`src/rtl/k2_control_unit_if.sv`:
```
// Bus between the K2 control unit and its environment (instruction ROM + datapath).
// The master side is the control unit.
interface k2_control_unit_if #(
  parameter int PC_W = 4
);
  logic            run;
  logic            imem_rd_en;
  logic [PC_W-1:0] imem_addr;
  logic [7:0]      imem_rdata;
  logic            alu_carry;
  logic            ra_we;
  logic            rb_we;
  logic            ro_we;
  logic            src_imm;
  logic [3:0]      imm;
  logic            c_flag;
  logic            halted;
  logic            illegal;

  modport master (
    input  run, imem_rdata, alu_carry,
    output imem_rd_en, imem_addr, ra_we, rb_we, ro_we, src_imm, imm,
           c_flag, halted, illegal
  );

  modport slave (
    output run, imem_rdata, alu_carry,
    input  imem_rd_en, imem_addr, ra_we, rb_we, ro_we, src_imm, imm,
           c_flag, halted, illegal
  );
endinterface

```
`src/rtl/k2_control_unit.sv`:
```
// K2 sequencer: FETCH -> DECODE -> EXEC per instruction, owns PC, IR and carry flag.
// Datapath strobes are decoded from IR and are live only in EXEC.
module k2_control_unit #(
  parameter int              PC_W     = 4,
  parameter logic [PC_W-1:0] RESET_PC = '0
) (
  input  logic                clk,
  input  logic                rst_n,
  k2_control_unit_if.master   bus
);

  typedef enum logic [1:0] {
    S_FETCH  = 2'd0,
    S_DECODE = 2'd1,
    S_EXEC   = 2'd2,
    S_HALTED = 2'd3
  } state_t;

  localparam logic [3:0] OP_NOP  = 4'h0;
  localparam logic [3:0] OP_ADDA = 4'h1;
  localparam logic [3:0] OP_ADDB = 4'h2;
  localparam logic [3:0] OP_LDA  = 4'h3;
  localparam logic [3:0] OP_LDB  = 4'h4;
  localparam logic [3:0] OP_OUT  = 4'h5;
  localparam logic [3:0] OP_J    = 4'h6;
  localparam logic [3:0] OP_JC   = 4'h7;
  localparam logic [3:0] OP_HALT = 4'h8;

  state_t          state_q, state_d;
  logic [PC_W-1:0] pc_q;
  logic [7:0]      ir_q;
  logic            c_q;

  logic            rd_en;
  logic            ra_we, rb_we, ro_we, src_imm, illegal;
  logic            load_c, take_jump;

  // NOTE: every signal gets a default before the case so no path leaves it unassigned (no latches).
  always_comb begin
    state_d   = state_q;
    rd_en     = 1'b0;
    ra_we     = 1'b0;
    rb_we     = 1'b0;
    ro_we     = 1'b0;
    src_imm   = 1'b0;
    illegal   = 1'b0;
    load_c    = 1'b0;
    take_jump = 1'b0;
    case (state_q)
      S_FETCH: begin
        if (bus.run) begin
          rd_en   = 1'b1;
          state_d = S_DECODE;
        end
      end
      S_DECODE: state_d = S_EXEC;
      S_EXEC: begin
        state_d = S_FETCH;
        case (ir_q[7:4])
          OP_NOP:  ;
          OP_ADDA: begin ra_we = 1'b1; load_c = 1'b1; end
          OP_ADDB: begin rb_we = 1'b1; load_c = 1'b1; end
          OP_LDA:  begin ra_we = 1'b1; src_imm = 1'b1; end
          OP_LDB:  begin rb_we = 1'b1; src_imm = 1'b1; end
          OP_OUT:  ro_we = 1'b1;
          OP_J:    take_jump = 1'b1;
          OP_JC:   take_jump = c_q;
          OP_HALT: state_d = S_HALTED;
          default: illegal = 1'b1;
        endcase
      end
      S_HALTED: ;
      default:  state_d = S_FETCH;
    endcase
  end

  // NOTE: sequential state uses non-blocking assignments so all registers update from pre-edge values.
  always_ff @(posedge clk or negedge rst_n) begin
    if (!rst_n) begin
      state_q <= S_FETCH;
      pc_q    <= RESET_PC;
      ir_q    <= 8'h00;
      c_q     <= 1'b0;
    end else begin
      state_q <= state_d;
      if (state_q == S_DECODE) begin
        ir_q <= bus.imem_rdata;
        pc_q <= pc_q + PC_W'(1);
      end
      if (load_c)    c_q  <= bus.alu_carry;
      if (take_jump) pc_q <= PC_W'(ir_q[3:0]);
    end
  end

  // Reset leaves the FSM in FETCH; gating keeps the ROM enable quiet while reset is held.
  assign bus.imem_rd_en = rd_en & rst_n;
  assign bus.imem_addr  = pc_q;
  assign bus.ra_we      = ra_we;
  assign bus.rb_we      = rb_we;
  assign bus.ro_we      = ro_we;
  assign bus.src_imm    = src_imm;
  assign bus.imm        = ir_q[3:0];
  assign bus.c_flag     = c_q;
  assign bus.halted     = (state_q == S_HALTED);
  assign bus.illegal    = illegal;

endmodule

```
`src/flat_wrapper.sv`:
```
// flat-port wrapper written by rule: the top's interface ports become plain ports
module k2_control_unit_flat 
#(
  parameter int              PC_W     = 4,
  parameter logic [PC_W-1:0] RESET_PC = '0
)
  (clk, rst_n, bus_run, bus_imem_rdata, bus_alu_carry, bus_imem_rd_en, bus_imem_addr, bus_ra_we, bus_rb_we, bus_ro_we, bus_src_imm, bus_imm, bus_c_flag, bus_halted, bus_illegal);
  k2_control_unit_if #(.PC_W(PC_W)) bus_i ();
  input  logic clk;
  input  logic rst_n;
  input wire logic [$bits(bus_i.run)-1:0] bus_run;
  input wire logic [$bits(bus_i.imem_rdata)-1:0] bus_imem_rdata;
  input wire logic [$bits(bus_i.alu_carry)-1:0] bus_alu_carry;
  output wire logic [$bits(bus_i.imem_rd_en)-1:0] bus_imem_rd_en;
  output wire logic [$bits(bus_i.imem_addr)-1:0] bus_imem_addr;
  output wire logic [$bits(bus_i.ra_we)-1:0] bus_ra_we;
  output wire logic [$bits(bus_i.rb_we)-1:0] bus_rb_we;
  output wire logic [$bits(bus_i.ro_we)-1:0] bus_ro_we;
  output wire logic [$bits(bus_i.src_imm)-1:0] bus_src_imm;
  output wire logic [$bits(bus_i.imm)-1:0] bus_imm;
  output wire logic [$bits(bus_i.c_flag)-1:0] bus_c_flag;
  output wire logic [$bits(bus_i.halted)-1:0] bus_halted;
  output wire logic [$bits(bus_i.illegal)-1:0] bus_illegal;
  assign bus_i.run = bus_run;
  assign bus_i.imem_rdata = bus_imem_rdata;
  assign bus_i.alu_carry = bus_alu_carry;
  assign bus_imem_rd_en = bus_i.imem_rd_en;
  assign bus_imem_addr = bus_i.imem_addr;
  assign bus_ra_we = bus_i.ra_we;
  assign bus_rb_we = bus_i.rb_we;
  assign bus_ro_we = bus_i.ro_we;
  assign bus_src_imm = bus_i.src_imm;
  assign bus_imm = bus_i.imm;
  assign bus_c_flag = bus_i.c_flag;
  assign bus_halted = bus_i.halted;
  assign bus_illegal = bus_i.illegal;
  k2_control_unit #(.PC_W(PC_W), .RESET_PC(RESET_PC)) u_core (.clk(clk), .rst_n(rst_n), .bus(bus_i));
endmodule
```
`config.mk`:
```
export PLATFORM = sky130hd
export DESIGN_NAME = k2_control_unit_flat
export DESIGN_NICKNAME = d
export VERILOG_FILES = /design/src/rtl/k2_control_unit_if.sv /design/src/rtl/k2_control_unit.sv /design/src/flat_wrapper.sv
export SDC_FILE = /design/constraint.sdc
export NUM_CORES = 1
export LEC_CHECK = 0
export ABC_AREA = 1
export BUFFER_PORTS_ARGS = -buffer_cell sky130_fd_sc_hd__buf_2
export CAP_MARGIN = 10
export CELL_PAD_IN_SITES_DETAIL_PLACEMENT = 1
export CELL_PAD_IN_SITES_GLOBAL_PLACEMENT = 1
export CORE_AREA = 2 2 55 57
export DETAILED_ROUTE_END_ITERATION = 8
export DIE_AREA = 0 0 57 59
export GPL_TIMING_DRIVEN = 0
export PLACE_DENSITY_LB_ADDON = 0.1
export SLEW_MARGIN = 15
export SYNTH_ARGS = -nofsm -noshare
export SYNTH_HDL_FRONTEND = slang
export SYNTH_SLANG_ARGS = --single-unit
```
`constraint.sdc`:
```
create_clock -name clk -period 2 [get_ports clk]
set_clock_uncertainty 0.2 [all_clocks]
set_input_delay 0.2 -clock clk [delete_from_list [all_inputs] [get_ports clk]]
set_output_delay 0.2 -clock clk [all_outputs]
set_load 0.05 [all_outputs]
```
==> metrics.txt, run 1 <==
CTS tree=done; Layout Nets=181; Worst EP required=1.60 ns; share of layout cells above drive strength 1=0.3067; post-synthesis compound-gate area fraction=0.09091; worst vdd ir=1.156 mV; die width=57 um; 1st-iter DRT viols=15; status=finished, final reports clean; simple-gate area share of the yosys netlist=0.3080; Hold Crit Class=primary input to async pin; Sink Count=15; Synth Cell Area=922.1 um2; fin. max-slew vios=0; grt total ovfl=0; Reg clk slew, reported paths=0.10 ns; Post-synth top flop=dfrtp_1; total track usage=0.1680; Rel. slew slack=0.7525; worst slew pin tran=0.3674 ns; Avg Cell Area, Syn=7.621 um2; Mapped Cells=121; Routability Congestion=0.8148; Crit Reg-Reg Endpoint=u_core.state_q[0]; total of warnings raised by yosys=0; TritonCTS Buffers=3; end of the critical path=bus_src_imm; Fmax achieved=538.2 MHz; Die ar.=3363 um2; Final Setup Violations=0; DR vias/cell=4.716; drt first pass iters=4; core footprint=2710 um2; largest family of logic cells by synthesized area=simple AND/OR/NAND/NOR gates; Post-Synth Adder-Cell Area=0.06784; Async SR Flop Fraction=1.000; Synth Register Bits=15; Final Cycle Share=0.9290; flop2flop setup slack=0.23 ns; Lkg Pwr=0.7123 nW; setup ws final=0.1419 ns; area growth from synthesis to layout=38.54%; RSZ-0062 raised after global routing=false; # DRC=0; accumulated negative setup slack=0 ns; IO Port Bufs=27; hpwl dp=1769 um; I/O pin cnt=28; CTS max path bufs=2; crit path launch=u_core.ir_q[5]; r2r worst-path depth=7; routed len/inst=12.45 um; worst-path maximum fanout=5; Critical R2R Launch=u_core.state_q[1]; main area contributors after synthesis=dfrtp_1 41%, nand2_1 15%, ha_1 6.8%; Startpoint Class=flop; n_diodes=0; crit path time final=1.858 ns; DIE HEIGHT=59 um; post-route ant nets=0; via count=915; clk_lat worst skew=0.29 ns; hold_ws=0.1322 ns; largest net degree at the start of global routing=17; Layout Utilization=0.4714; Synth top area share=0.4071; Data arrival, critical path=1.46 ns; syn nets=138; Pwr per Cell Area=1715 nW/um2; EDFF count, synth=0; Crit Path Category=flop to output port; Max Cap Violations=0; H-tree levels=1; largest area contributor in the netlist=dfrtp_1; post-synthesis mux area share=0; initial antenna violation count=0; initial core utilization=0.3403; row count=19; final hold vios=0; post-synthesis sequential area ratio=0.4071; WL final=2416 um; Worst setup EP type=output port; Synth Area in XOR/XNOR=0.009498; dpl ws=0.1808 ns; global-route wire length before repair=4388 um; vias in the first global route=984; post-synthesis cell type count=19; Root Driver=clkbuf_4
[report_power, final]
group	internal (mW)	total, mW	switching, mW	leakage [nW]
Clock	0.0743	0.181	0.107	0.0177
Combinational	0.425	1.38	0.950	0.513
Sequential	0.456	0.634	0.178	0.182
[routing by layer]
metal | up-vias | global-route usage | wire length [um]
li1 | 461 | - | -
met1 | 430 | 0.2055 | 1080
met2 | 22 | 0.2956 | 1234
met3 | 2 | 0.02838 | 90
met4 | 0 | 0.06645 | 10
met5 | - | 0 | 0
[worst min-delay path by stage]
stage                from                end  slack [ns]  depth (start not counted)
detailed placement  rst_n  u_core.bus.c_flag       -0.06                          1
global placement    rst_n  u_core.bus.c_flag       -0.06                          1
finish              rst_n     u_core.ir_q[5]        0.13                          2
CTS                 rst_n     u_core.ir_q[5]        0.16                          2
floorplan           rst_n  u_core.bus.c_flag       -0.30                          0
global route        rst_n     u_core.ir_q[5]        0.14                          2
[sequential cells by signal (all words and copies together) (netlist names)]
register	cells
u_core.ir_q	8
u_core.bus.imem_addr	4
u_core.state_q	2
u_core.bus.c_flag	1
[cells in the final DEF (no fill, tap or decap), drive strengths merged]
cell | synthesis | layout
a211oi | 1 | 1
a21oi | 5 | 5
buf | 6 | 31
clkbuf | 0 | 6
clkinv | 0 | 1
dfrtp | 15 | 15
dlygate4sd3 | 0 | 10
ha | 5 | 5
inv | 18 | 18
nand2 | 39 | 39
nand3 | 12 | 12
nand4 | 1 | 1
nor2 | 9 | 9
nor4 | 1 | 1
o21ai | 8 | 8
xnor2 | 1 | 1
[worst max-delay path: stages (launching register included)]
cell	delay [ns]
dfrtp_1	0.48
nor2_4	0.17
nand3_1	0.11
a21oi_1	0.13
buf_2	0.27
[synthesized netlist by cell type, types with 2 or more instances]
cell type / count
a21oi_1: 4
buf_2: 2
buf_4: 4
dfrtp_1: 15
ha_1: 5
inv_1: 16
inv_2: 2
nand2_1: 37
nand2_4: 2
nand3_1: 12
nor2_1: 8
o21ai_0: 7
[metrics by stage]
| step | total power, mW | instances | cell area, um2 |
|---|---|---|---|
| after global placement | 1.902 | 179 | 1107 |
| after CTS | 2.184 | 194 | 1252 |
| after global routing | 2.411 | 194 | 1277 |
| after detailed placement | 1.958 | 179 | 1107 |
| final | 2.190 | 194 | 1277 |
| after floorplan | 1.648 | 121 | 933.4 |
[kinds of logic after synthesis]
kind of cell | Yosys count
flops | 15
fa+ha+maj | 5
simple gates | 62
xor+xnor | 1
compound gates | 14
buf+inv | 24
[timing repair]
item | in CTS | in global routing
endpoints found under the setup margin | 5 | 6
gates resized for setup | 4 | 7
buffers inserted | 1 | 0
hold buffers | 10 | 0
endpoints found under the hold margin | 24 | 0
pin swaps | 0 | 1
[layout make-up]
type	instances	area, um2
buffer	6	40.04
sequential	15	375.4
timing repair buffer	38	255.2
clock buffer	3	22.52
multi-input combinational	82	473.0
fill	346	1433
inverter	18	67.56
clock inverter	1	5.005
tap	31	38.79
No activity file was read; power rests on OpenSTA's default activity.
==> inputs of run 2 (changes only) <==
- ABC_AREA: 1 -> 0
- CORE_AREA: 2 2 55 57 -> 2 2 52 54
- DIE_AREA: 0 0 57 59 -> 0 0 54 56
- REMOVE_ABC_BUFFERS: default -> 1
==> run 2 against run 1 <==
  * The run now ends with negative setup slack left
  * Count of clock-buffer cells in the layout is 1 higher
  * Area after synthesis is 3.8% lower
  * Sequential power is 52% lower
  * Global-route usage shrank 4.2 points
  * Worst hold slack worse by 0.045 ns
  * Largest cell class unchanged
==> metrics.txt, run 2 <==
Post-synth top flop=dfrtp_1; Net Switching=0.09978 mW (-92%); row count=18 (-1); Max Cap Violations=0 (unchanged); Worst EP required=1.97 ns (+0.37 ns); clk_lat worst skew=0.27 ns (-0.02 ns); Routability Congestion=0.6824 (-16%); Startpoint Class=flop; sequential power share=0.605 (+0.316); cell family with most CP delay=multiplexers; total of warnings raised by yosys=0 (unchanged); Avg Cell Area, Syn=11.37 um2 (+49%); RSZ-0062 raised after global routing=true; global-route wire length before repair=2877 um (-34%); total track usage=0.1263 (-0.04164); grt total ovfl=0 (unchanged); Worst setup EP type=flop; # DRC=0 (unchanged); core footprint=2432 um2 (-10%); Synth Cell Area=887.1 um2 (-3.8%); Die ar.=3024 um2 (-10%); DIE HEIGHT=56 um (-5.1%); crit path cell chain=inv_1 > ha_1 > mux2_2 > mux2_2; hold_ws=0.08718 ns (-0.04499 ns); Data arrival, critical path=2.01 ns (+0.55 ns); Async SR Flop Fraction=1.000 (unchanged); Root Driver=clkbuf_4; I/O pin cnt=28 (unchanged); Most flops, register=u_core.ir_q; Post-Synth Adder-Cell Area=0.07052 (+0.002679); Critical Path Slowest Stage Cell=ha_1; Fmax achieved=489.4 MHz (-9.1%); Synth Register Bits=15 (unchanged); Sink Count=15 (unchanged); Mapped Cells=78 (-36%); largest family of logic cells by synthesized area=multiplexers; Multi-input gate area=452.9 um2 (-4.2%); Comb pwr share=0.064 (-0.564); initial antenna violation count=0 (unchanged); sw frac=0.1992 (-0.3645); crit path time final=2.043 ns (+0.1851 ns); post-synthesis mux area share=0.1890 (+0.1890); initial core utilization=0.3647 (+0.02445); 1st-iter DRT viols=7 (-8); worst slew pin tran=0.6066 ns (+0.2392 ns); largest area contributor in the netlist=dfrtp_1; EDFF count, synth=0 (unchanged); simple-gate area share of the yosys netlist=0.1523 (-0.1557); share of layout cells above drive strength 1=0.4324 (+0.1257); post-synthesis cell type count=23 (+4); via count=683 (-25%); final hold vios=0 (unchanged); Layout Nets=129 (-29%); worst-path maximum fanout=14 (+9); Synth top area share=0.4231 (+0.01608); Lkg Pwr=0.5708 nW (-20%); post-route ant nets=0 (unchanged); CTS tree=done; Worst path most repeated cell=mux2_2; most common cell in the netlist=dfrtp_1; accumulated negative setup slack=-0.05458 ns (-0.05458 ns); vias in the first global route=684 (-30%); setup ws final=-0.04320 ns (-0.1851 ns); failing checks=negative setup slack; Filler Cell Count=282 (-18%); Hold Crit Class=primary input to flop; Clk pwr share=0.331 (+0.248); hpwl dp=1290 um (-27%); most frequent cells in the layout=22 x buf_2, 15 x dfrtp_1, 14 x mux2_2, 10 x dlygate4sd3_1, 6 x clkbuf_4; total area of sequential cells=375.4 um2 (unchanged); largest net degree at the start of global routing=17 (unchanged); Final Setup Violations=2 (+2); DR vias/cell=4.844 (+2.7%); max reg flops=8 (unchanged); most common cell after layout, fill and taps aside=buf_2; H-tree levels=1 (unchanged); Pwr per Cell Area=435.2 nW/um2 (-75%); routed len/inst=12.17 um (-2.3%); worst vdd ir=0.3077 mV (-73%); CP bufs+invs=1 (unchanged); Rel. slew slack=0.5956 (-0.1569); status=finished with violations; Final Cycle Share=1.022 (+0.09256); drt first pass iters=3 (-1); top cells by count, synth=15 x dfrtp_1, 14 x mux2_2, 5 x ha_1, 5 x nor2_1; area growth from synthesis to layout=29.76%; Slowest Stage Delay on Critical Path=0.55 ns (+0.07 ns); P_int=0.4012 mW (-58%); WL final=1716 um (-29%); post-synthesis compound-gate area fraction=0.04654 (-0.04436); post-synthesis sequential area ratio=0.4231 (+0.01608); Reg clk slew, reported paths=0.09 ns (about the same); IO Port Bufs=27 (unchanged); main area contributors after synthesis=dfrtp_1 42%, mux2_2 18%, ha_1 7.1%; die width=54 um (-5.3%); n_diodes=0 (unchanged); Crit Path Category=flop to flop; Synth Area in XOR/XNOR=0.04937 (+0.03987); fin. max-slew vios=0 (unchanged); TritonCTS Buffers=3 (unchanged); CTS max path bufs=2 (unchanged)
[run 2: repair_timing]
item,in CTS,in global routing
setup endpoints to repair,6,10
buffers inserted,0,0
hold buffers,10,0
hold endpoints to repair,24,0
gates resized for setup,2,4
[run 2: final cells by class]
| cell class | instances | area share |
|---|---|---|
| Inverter | 3 | 0.009783 |
| Tap cell | 30 | 0.03261 |
| Multi-Input combinational cell | 52 | 0.3935 |
| Clock buffer | 4 | 0.02283 |
| Timing Repair Buffer | 37 | 0.2152 |
| Sequential cell | 15 | 0.3261 |
[run 2: worst paths after layout]
kind                                   start                 endpoint  slack, ns  cells past startpoint
setup / recovery           u_core.state_q[1]  u_core.bus.imem_addr[1]      -0.04                      4
hold / removal                       bus_run        u_core.state_q[1]       0.09                      3
setup reg to reg           u_core.state_q[1]  u_core.bus.imem_addr[1]      -0.04                      4
hold reg to reg               u_core.ir_q[1]           u_core.ir_q[1]       0.34                      1
max in group asynchronous              rst_n        u_core.state_q[1]       1.27                      2
min in group asynchronous              rst_n           u_core.ir_q[1]       0.14                      2
[run 2: metrics by stage]
step	worst slack [ns]	instance area [um2]	instances	total power, mW	util
final	-0.04320	1151	141	0.5009	0.4733
after detailed placement	-0.08618	1010	127	0.3265	0.4151
after floorplan	-0.4458	837.1	70	0.3096	-
after global placement	-0.04304	1010	127	0.3260	0.4151
after CTS	-0.09983	1141	141	0.5133	0.4691
after global routing	-0.1457	1151	141	0.5313	0.4733
[run 2: cell families after synthesis]
| group | after synthesis |
|---|---|
| xor+xnor | 5 |
| mux | 15 |
| simple gates | 21 |
| compound gates | 6 |
| buf+inv | 11 |
| flops | 15 |
| fa+ha+maj | 5 |
[run 2: tightest hold or removal path, stage by stage]
cell      delay (ns)
buf_2           0.10
nand3b_1        0.10
o21ai_0         0.10
[run 2: power groups by stage]
stage / registers (mW) / logic, mW / clock network, mW
after global routing: 0.303 / 0.0366 / 0.192
final: 0.303 / 0.0319 / 0.166
after CTS: 0.303 / 0.0323 / 0.178
after global placement: 0.309 / 0.0170 / 0
after floorplan: 0.309 / 0.000495 / 0
after detailed placement: 0.309 / 0.0175 / 0
[run 2: layer usage]
layer  up-vias  global-route usage  wire length, um
li1        332                   -                -
met1       334              0.1616              755
met4         0             0.05357               14
met2        15              0.2038              872
met5         -                   0                0
met3         2             0.02151               72
==> inputs of run 3 (changes only) <==
- CORE_AREA: 2 2 52 54 -> 5 5 55 57
- DIE_AREA: 0 0 54 56 -> 0 0 60 62
- SETUP_SLACK_MARGIN: default -> 0.15
==> run 3 against run 2 <==
  * The flow now finishes without violations
  * Sequential share of layout area fell by 1.8 points
  * Clock power rose by 2%
  * Design area rose by 6.7%
  * Count of clock-buffer cells in the layout fell by 1
  * Critical endpoint is now bus_ro_we
==> metrics.txt, run 3 (same netlist as run 2, synthesis figures left out) <==
share of layout cells above drive strength 1=0.5304 (+0.09800); via count=716 (+4.8%); final hold vios=0 (unchanged); Final Setup Violations=0 (-2); clk_lat worst skew=0.28 ns (about the same); total track usage=0.1247 (-0.001664); Die ar.=3720 um2 (+23%); most common cell after layout, fill and taps aside=buf_2; largest net degree at the start of global routing=16 (-1); RSZ-0062 raised after global routing=true; dpl ws=-0.06516 ns (+0.02102 ns); sw frac=0.2131 (+0.01392); max reg flops=8 (unchanged); Layout Nets=133 (+3.1%); Net Switching=0.1077 mW (+8.0%); fin. max-slew vios=0 (unchanged); worst-path maximum fanout=6 (-8); n_diodes=0 (unchanged); setup ws final=0.1505 ns (+0.1937 ns); WL final=1986 um (+16%); worst slew pin tran=0.6552 ns (+0.04864 ns); accumulated negative setup slack=0 ns (+0.05458 ns); Startpoint Class=flop; most frequent cells in the layout=22 x buf_2, 14 x mux2_2, 12 x dfrtp_1, 10 x dlygate4sd3_1, 7 x buf_4; Hold Crit Class=primary input to flop; 1st-iter DRT viols=21 (+14); Filler Cell Count=275 (-2.5%); IO Port Bufs=27 (unchanged); grt total ovfl=0 (unchanged); routed len/inst=13.70 um (+13%); Sink Count=15 (unchanged); vias in the first global route=708 (+3.5%); I/O pin cnt=28 (unchanged); TritonCTS Buffers=3 (unchanged); status=finished, final reports clean; hpwl dp=1352 um (+4.8%); Rel. slew slack=0.5618 (-0.03387); die width=60 um (+11%); P_int=0.3979 mW (-0.82%); global-route wire length before repair=3415 um (+19%); # DRC=0 (unchanged); Clk pwr share=0.337 (+0.006); post-route ant nets=0 (unchanged); drt first pass iters=2 (-1); Fmax achieved=540.7 MHz (+10%); sequential power share=0.599 (-0.006); Routability Congestion=0.6170 (-9.6%); Reg clk slew, reported paths=0.09 ns (about the same); initial core utilization=0.3647 (unchanged); Crit Path Category=flop to output port; post-place instance area=1010 um2 (unchanged); CTS max path bufs=2 (unchanged); Finished Layout Cells=145 (+2.8%); area growth from synthesis to layout=38.51%; initial antenna violation count=0 (unchanged); CTS tree=done; Root Driver=clkbuf_4; Finished Cell Area=1229 um2 (+6.7%); Hold Crit Depth=3 (unchanged); Placed Cells=127 (unchanged); r2r worst-path depth=5 (+1); Comb pwr share=0.064 (about the same); Final Cycle Share=0.9247 (-0.09687); Worst EP required=1.60 ns (-0.37 ns); core footprint=2432 um2 (unchanged); worst vdd ir=0.3806 mV (+24%); Most flops, register=u_core.ir_q; Pwr per Cell Area=411.5 nW/um2 (-5.4%); crit path time final=1.849 ns (-0.1937 ns); row count=18 (unchanged); Lkg Pwr=0.5891 nW (+3.2%); Worst setup EP type=output port; H-tree levels=1 (unchanged); Data arrival, critical path=1.45 ns (-0.56 ns); DR vias/cell=4.938 (+1.9%); Max Cap Violations=0 (unchanged); DIE HEIGHT=62 um (+11%)
run 3: cell count changes in the layout (fill, tap and decap cells not counted), moves of 2 or more:
cell,before,now
buf_4,2,7
clkbuf_4,6,3
dfrtp_1,15,12
dfrtp_2,0,3
buf_6,0,2
ha_1,4,2
ha_4,0,2
run 3: metrics by stage:
step	util	hold WS, ns	total power, mW
6_report	0.5051	0.06331	0.5056
3_3_place_gp	0.4151	-0.07070	0.3262
5_1_grt	0.5051	0.07853	0.5342
3_5_place_dp	0.4151	-0.07398	0.3264
2_1_floorplan	-	-0.2956	0.3096
4_1_cts	0.4820	0.06149	0.5146
run 3: cell type report:
cell class | instances | area, um2 | area share
Clock buffer | 3 | 22.52 | 0.01833
Clock inverter | 1 | 5.005 | 0.004073
Inverter | 3 | 11.26 | 0.009165
Multi-Input combinational cell | 52 | 488.0 | 0.3971
Sequential cell | 15 | 379.1 | 0.3086
Tap cell | 30 | 37.54 | 0.03055
Timing Repair Buffer | 41 | 285.3 | 0.2322
run 3: path summary, 6_finish.rpt:
kind / endpoint / slack [ns] / from
max in group asynchronous: u_core.ir_q[5] / 0.83 / rst_n
max reg2reg: u_core.bus.imem_addr[1] / 0.24 / u_core.state_q[0]
max: bus_ro_we / 0.15 / u_core.state_q[0]
min reg2reg: u_core.ir_q[1] / 0.34 / u_core.ir_q[1]
min: u_core.state_q[1] / 0.06 / bus_run
min in group asynchronous: u_core.ir_q[7] / 0.32 / rst_n
run 3: worst max-delay path, cell delays in order, from the launching register on:
cell,delay (ns)
dfrtp_1,0.40
inv_2,0.09
ha_4,0.18
nand3b_1,0.12
nor3b_2,0.20
buf_6,0.18
run 3: metal layers:
layer | GRT usage | routed length [um]
met1 | 0.1607 | 865
met2 | 0.2052 | 991
met3 | 0.02066 | 95
met4 | 0.05696 | 34
met5 | 0 | 0
run 3: timing repair:
action / in CTS / in global routing
resized for setup: 8 / 12
setup buffers: 1 / 3
hold buffers: 10 / 0
hold endpoints to repair: 24 / 0
pin swaps: 0 / 1
endpoints found under the setup margin: 10 / 9
gates cloned: 0 / 0
run 3: power groups by stage:
stage               sequential, mW  combinational (mW)  clock, mW
floorplan                    0.309            0.000495          0
global placement             0.309              0.0172          0
detailed placement           0.309              0.0174          0
CTS                          0.303              0.0330      0.179
global route                 0.303              0.0368      0.194
finish                       0.303              0.0325      0.170
